[src/rtl/counter_monitor_pkg.sv]
// counter_monitor_pkg
//   Shared types and defaults for the counter_monitor slice.
//   - state_t        : monitor FSM states
//   - DEF_*          : default parameter values for the top level
//   - RUN_W          : width of the consecutive-increment run counter
//   Optional feature macro used by this slice: COUNTER_MONITOR_WRAP_EN.
package counter_monitor_pkg;

  typedef enum logic [1:0] {
    UNLOCKED = 2'd0,
    ACQUIRE  = 2'd1,
    LOCKED   = 2'd2
  } state_t;

  localparam int unsigned DEF_WIDTH       = 3;
  localparam int unsigned DEF_LOCK_CYCLES = 2;
  localparam int unsigned DEF_ERR_W       = 8;

  // Run counter holds up to 15 consecutive increments (LOCK_CYCLES 1..15).
  localparam int unsigned RUN_W = 4;

endpackage

[src/rtl/counter_monitor_sat_counter.sv]
// sat_counter
//   Saturating statistics counter. Clear wins over a simultaneous
//   increment; the count sticks at all-ones and never wraps.
//   Ports:
//     clk    in  1  rising-edge clock
//     rst_n  in  1  asynchronous active-low reset
//     inc    in  1  increment request
//     clr    in  1  synchronous clear (priority over inc)
//     cnt    out W  registered count
module sat_counter #(
  parameter int unsigned W = 8
) (
  input  logic         clk,
  input  logic         rst_n,
  input  logic         inc,
  input  logic         clr,
  output logic [W-1:0] cnt
);

  always_ff @(posedge clk or negedge rst_n) begin
    if (!rst_n) begin
      cnt <= '0;
    end else if (clr) begin
      cnt <= '0;
    end else if (inc && (cnt != '1)) begin
      cnt <= cnt + W'(1);
    end
  end

endmodule

[src/rtl/counter_monitor.sv]
// counter_monitor
//   Observer for a free-running modulo-2^WIDTH up-counter. The observed
//   bus is registered (samp), then compared against the previous sample
//   (prev). The FSM acquires lock after LOCK_CYCLES consecutive correct
//   increments, and while locked reports each mismatch as a one-cycle
//   error pulse plus a saturating error count.
//   Optional macro COUNTER_MONITOR_WRAP_EN adds a saturating count of
//   max-to-0 wraps seen while locked (port output_wrapcnt_0_8).
//   Ports:
//     input_clock1_1      in  1      rising-edge clock
//     input_reset_n1_2    in  1      asynchronous active-low reset
//     input_count_0_3     in  WIDTH  observed counter value
//     input_clear_0_4     in  1      synchronous clear of statistics
//     output_locked_0_5   out 1      sequence locked
//     output_error_0_6    out 1      one-cycle mismatch pulse
//     output_errcnt_0_7   out ERR_W  saturating mismatch count
//     output_wrapcnt_0_8  out ERR_W  saturating wrap count (macro only)
module counter_monitor
  import counter_monitor_pkg::*;
#(
  parameter int unsigned WIDTH       = DEF_WIDTH,
  parameter int unsigned LOCK_CYCLES = DEF_LOCK_CYCLES,
  parameter int unsigned ERR_W       = DEF_ERR_W
) (
  input  logic             input_clock1_1,
  input  logic             input_reset_n1_2,
  input  logic [WIDTH-1:0] input_count_0_3,
  input  logic             input_clear_0_4,
  output logic             output_locked_0_5,
  output logic             output_error_0_6,
  output logic [ERR_W-1:0] output_errcnt_0_7
`ifdef COUNTER_MONITOR_WRAP_EN
  ,
  output logic [ERR_W-1:0] output_wrapcnt_0_8
`endif
);

  state_t           state;
  logic [WIDTH-1:0] samp;
  logic [WIDTH-1:0] prev;
  logic [WIDTH-1:0] expect_next;
  logic [RUN_W-1:0] run;
  logic [RUN_W-1:0] run_inc;
  logic             match;
  logic             err_inc;

  // Increment is computed at WIDTH bits so max+1 wraps to 0 and matches.
  assign expect_next = prev + WIDTH'(1);
  assign match       = (samp == expect_next);
  assign run_inc     = run + RUN_W'(1);
  assign err_inc     = (state == LOCKED) && !match;

  always_ff @(posedge input_clock1_1 or negedge input_reset_n1_2) begin
    if (!input_reset_n1_2) begin
      state             <= UNLOCKED;
      samp              <= '0;
      prev              <= '0;
      run               <= '0;
      output_locked_0_5 <= 1'b0;
      output_error_0_6  <= 1'b0;
    end else begin
      samp             <= input_count_0_3;
      // Every evaluation re-references, so a bad sample becomes the new base.
      prev             <= samp;
      output_error_0_6 <= 1'b0;
      case (state)
        UNLOCKED: begin
          run   <= '0;
          state <= ACQUIRE;
        end
        ACQUIRE: begin
          if (match) begin
            run <= run_inc;
            if (run_inc == RUN_W'(LOCK_CYCLES)) begin
              state             <= LOCKED;
              output_locked_0_5 <= 1'b1;
            end
          end else begin
            run <= '0;
          end
        end
        LOCKED: begin
          if (!match) begin
            output_error_0_6  <= 1'b1;
            output_locked_0_5 <= 1'b0;
            run               <= '0;
            state             <= ACQUIRE;
          end
        end
        default: begin
          state <= UNLOCKED;
        end
      endcase
    end
  end

  sat_counter #(.W(ERR_W)) u_errcnt (
    .clk   (input_clock1_1),
    .rst_n (input_reset_n1_2),
    .inc   (err_inc),
    .clr   (input_clear_0_4),
    .cnt   (output_errcnt_0_7)
  );

`ifdef COUNTER_MONITOR_WRAP_EN
  logic wrap_inc;

  // Only wraps observed while already locked count; the acquiring edge never does.
  assign wrap_inc = (state == LOCKED) && match && (prev == '1) && (samp == '0);

  sat_counter #(.W(ERR_W)) u_wrapcnt (
    .clk   (input_clock1_1),
    .rst_n (input_reset_n1_2),
    .inc   (wrap_inc),
    .clr   (input_clear_0_4),
    .cnt   (output_wrapcnt_0_8)
  );
`else
  // Wrap counting not built.
`endif

endmodule

[config.mk]
export PLATFORM = sky130hd
export DESIGN_NAME = counter_monitor
export DESIGN_NICKNAME = d
export VERILOG_FILES = /design/src/rtl/counter_monitor_pkg.sv /design/src/rtl/counter_monitor_sat_counter.sv /design/src/rtl/counter_monitor.sv
export SDC_FILE = /design/constraint.sdc
export NUM_CORES = 1
export LEC_CHECK = 0
export CAP_MARGIN = 20
export CORE_MARGIN = 2
export CORE_UTILIZATION = 35
export DETAILED_ROUTE_END_ITERATION = 10
export PLACE_DENSITY = 0.53
export SLEW_MARGIN = 5
export SYNTH_ARGS = -nofsm -noshare
export SYNTH_HDL_FRONTEND = slang
export SYNTH_SLANG_ARGS = --single-unit
[constraint.sdc]
create_clock -name input_clock1_1 -period 2.1 [get_ports input_clock1_1]
set_input_delay 0.21 -clock input_clock1_1 [delete_from_list [all_inputs] [get_ports input_clock1_1]]
set_output_delay 0.21 -clock input_clock1_1 [all_outputs]
set_load 0.005 [all_outputs]
==> impl_metrics.json <==
{
  "internal_power_uw": 613,
  "end_kind": "flop",
  "timing_max_transition_violations_final": 0,
  "core_ar_um2": 3030,
  "synthToLayoutAreaGrowth_pct": 26.1,
  "pin_count": 16,
  "p_comb_frac": 0.146,
  "routed_via_density": 5.27,
  "met1Wirelength_um": 1180,
  "sw_frac_of_total": 0.253,
  "run_status": "finished, final reports clean",
  "clock_sink_count": 22,
  "initial_utilization": 0.367,
  "synth-warning-count": 0,
  "yosys.area_share.xor_xnor": 0.0529,
  "clock_path_buffers": 2,
  "setup_total_negative_slack_ns": 0,
  "power.share.sequential": 0.559,
  "met2RoutedLength_um": 955,
  "design.final.nets": 138,
  "synth_area_leaders": "dfrtp_1 (49%), nand3_1 (5.4%), ha_1 (4.5%)",
  "cp_num_buf_inv": 0,
  "worst-endpoint-required_ns": 2.35,
  "insertion_delay_ns": 0.31,
  "die-width_um": 60.4,
  "finalHoldViolations": 0,
  "fin_crit_ns": 2.02,
  "vdd.ir_drop.worst_mv": 0.268,
  "crit_chain": "ha_1 -> xnor3_2 -> a31oi_4 -> or4b_1 -> a21oi_1",
  "dr.pass1.iters": 5,
  "path_max_fanout": 7,
  "dr.first_iter.drc_count": 35,
  "first_global_vias": 834,
  "post_cts_hold_buffer_count": 0,
  "synth_area_in_compound_gates": 0.164,
  "maxCapViolations": 0,
  "critPathKind": "flop to flop",
  "fin_cells": 171,
  "synthAdderAreaFrac": 0.0450,
  "dieHeight_um": 60.4,
  "dp.final_hpwl_um": 1570,
  "power_switching_uw": 207,
  "grt_pass1_wl_um": 3880,
  "cpLargestDelayFamily": "simple AND/OR/NAND/NOR gates",
  "unrepaired_setup_endpoints_after_global_routing": "false",
  "largest_net_degree_at_the_start_of_global_routing": 23,
  "diodes": 0,
  "number_of_instances_in_the_synthesized_netlist": 104,
  "synth_top_family_by_area": "simple AND/OR/NAND/NOR gates",
  "post_cts_resized": 0,
  "clock_tree_from_tritoncts": "yes",
  "syn_avg_cell_area_um2": 10.7,
  "critical_path.max_stage_delay_ns": 0.47,
  "final_routed_wirelength_across_all_metal_layers_um": 2260,
  "yosys-mux-area-fraction": 0,
  "ys_seq_elements": 22,
  "share_clk_of_total_power": 0.295,
  "clock_skew_ns": 0.00514,
  "dpl.cell_count": 167,
  "cpMaxStageDelayCell": "or4b_1",
  "max_freq_mhz": 494,
  "cts_buffers": 3,
  "post_route_cells_drive_above_1_share": 0.150,
  "timing.hold.worst.class": "input pin to asynchronous set/reset pin",
  "post-cts-setup-buffer-count": 0,
  "drc": 0,
  "level_count_of_the_clock_h_tree": 1,
  "grt_antenna_before_repair": 0,
  "synth_fp_nets": 114,
  "yosysTopAreaCellShare": 0.495,
  "gp_congestion": 0.788,
  "grt.overflow.total": 0,
  "n_fill_cell": 292,
  "uppermost_layer_routed": "met4",
  "wl_met3_um": 68,
  "setup_viol": 0,
  "static-leakage-power_uw": 0.000559,
  "drt.antenna.violating_nets": 0,
  "placementRows": 20,
  "grt_use_total": 0.146,
  "worstPathArrival_ns": 2.27,
  "clk_transition_reported_paths_ns": 0.13,
  "tightest_slew_ns": 0.393,
  "synth-simple-area-share": 0.206,
  "pwr_density_cell_nw_per_um2": 585,
  "rrSetupSlack_ns": 0.08,
  "post-route-period-util": 0.963,
  "primary_ff_master_synth": "dfrtp_1",
  "synth_edf_count": 0,
  "num_vias": 902,
  "clock_tree.root_cell": "clkbuf_4",
  "buffer_ports.inserted": 15,
  "ys_seq_area_frac": 0.495,
  "synth_top_area_cell": "dfrtp_1",
  "share_of_synthesized_flip_flops_with_an_asynchronous_set_or_reset": 1.00,
  "worstSetupStartpointType": "flop",
  "timing.slew.headroom": 0.737,
  "die-area_um2": 3650,
  "synth_cell_type_count": 38,
  "post_drt_wl_per_cell_um": 13.2,
  "post_synth_instance_area_um2": 1110
}
[cell type report]
class | instances | area (µm²) | share of cell area
Sequential cell | 22 | 551 | 0.393
Timing Repair Buffer | 24 | 218 | 0.155
Clock buffer | 4 | 36.3 | 0.0259
Multi-Input combinational cell | 72 | 524 | 0.374
Tap cell | 44 | 55.1 | 0.0393
Inverter | 5 | 18.8 | 0.0134
[Yosys cell counts, drive strengths merged, types with 2 or more instances]
library cell and number:
a21oi 8, xnor2 3, nand4 2, nand2 5
inv 5, ha 4, dfrtp 22, o41ai 3
o31ai 3, clkbuf 2, or4b 2, and3 2
nor3 5, nand3 12, buf 3, nand3b 2
o311ai 2, nand2b 2
[logic make-up after synthesis]
logic type | Yosys count
AND/OR/NAND/NOR | 39
AO/OA/AOI/OAI | 24
flip-flops | 22
buffers and inverters | 10
XOR/XNOR | 5
adder cells (fa/ha/maj) | 4
[worst register-to-register path: cells and delay by family (launching register included)]
kind / cells / cell delay (ns)
XOR/XNOR: 1 / 0.44
AO/OA/AOI/OAI: 2 / 0.43
flip-flops: 1 / 0.42
AND/OR/NAND/NOR: 1 / 0.47
adder cells (fa/ha/maj): 1 / 0.20
[state kept, by name, summed over array words and instances, names as in the netlist]
signal	flops
u_errcnt.cnt	8
prev	3
run	4
output_locked_0_5	1
output_error_0_6	1
state	2
samp	3
[per-stage QoR]
stage | cell area, µm² | util | hold slack [ns] | worst slack, ns | power (µW)
after global routing | 1400 | 0.463 | 0.251 | 0.0145 | 862
final | 1400 | 0.463 | 0.228 | 0.0767 | 821
after CTS | 1400 | 0.462 | 0.239 | 0.0217 | 832
after global placement | 1360 | 0.450 | 0.382 | 0.0859 | 585
after floorplan | 1110 | - | -0.0856 | 0.172 | 524
after detailed placement | 1360 | 0.450 | 0.381 | 0.0476 | 587
[layout by cell type, fill, tap and decap left out, drive strengths merged, types with 4 or more instances in the layout]
cell type / count
nor3: 5
clkbuf: 4
inv: 5
a21oi: 8
nand2: 5
clkdlybuf4s50: 15
buf: 9
dfrtp: 22
nand3: 12
ha: 4
[path summary, 6_finish.rpt]
path,start,end,cells after the start
setup / recovery,prev[0],u_errcnt.cnt[3],5
hold / removal,input_reset_n1_2,u_errcnt.cnt[2],2
setup reg to reg,prev[0],u_errcnt.cnt[3],5
hold reg to reg,samp[1],prev[1],0
max in group asynchronous,input_reset_n1_2,run[1],2
min in group input_clock1_1,input_count_0_3[2],samp[2],1
[power groups by stage]
stage	clock, µW	combinational [µW]	sequential, µW
floorplan	0	59.3	465
global placement	0	119	466
detailed placement	0	120	467
CTS	253	121	459
global route	268	133	461
finish	242	120	458
[routing by layer]
layer	vias up	track usage
met3	4	0.0256
met2	17	0.205
li1	442	-
met1	439	0.209
met4	0	0.0857
met5	-	0
(Power assumes the default switching activity.)
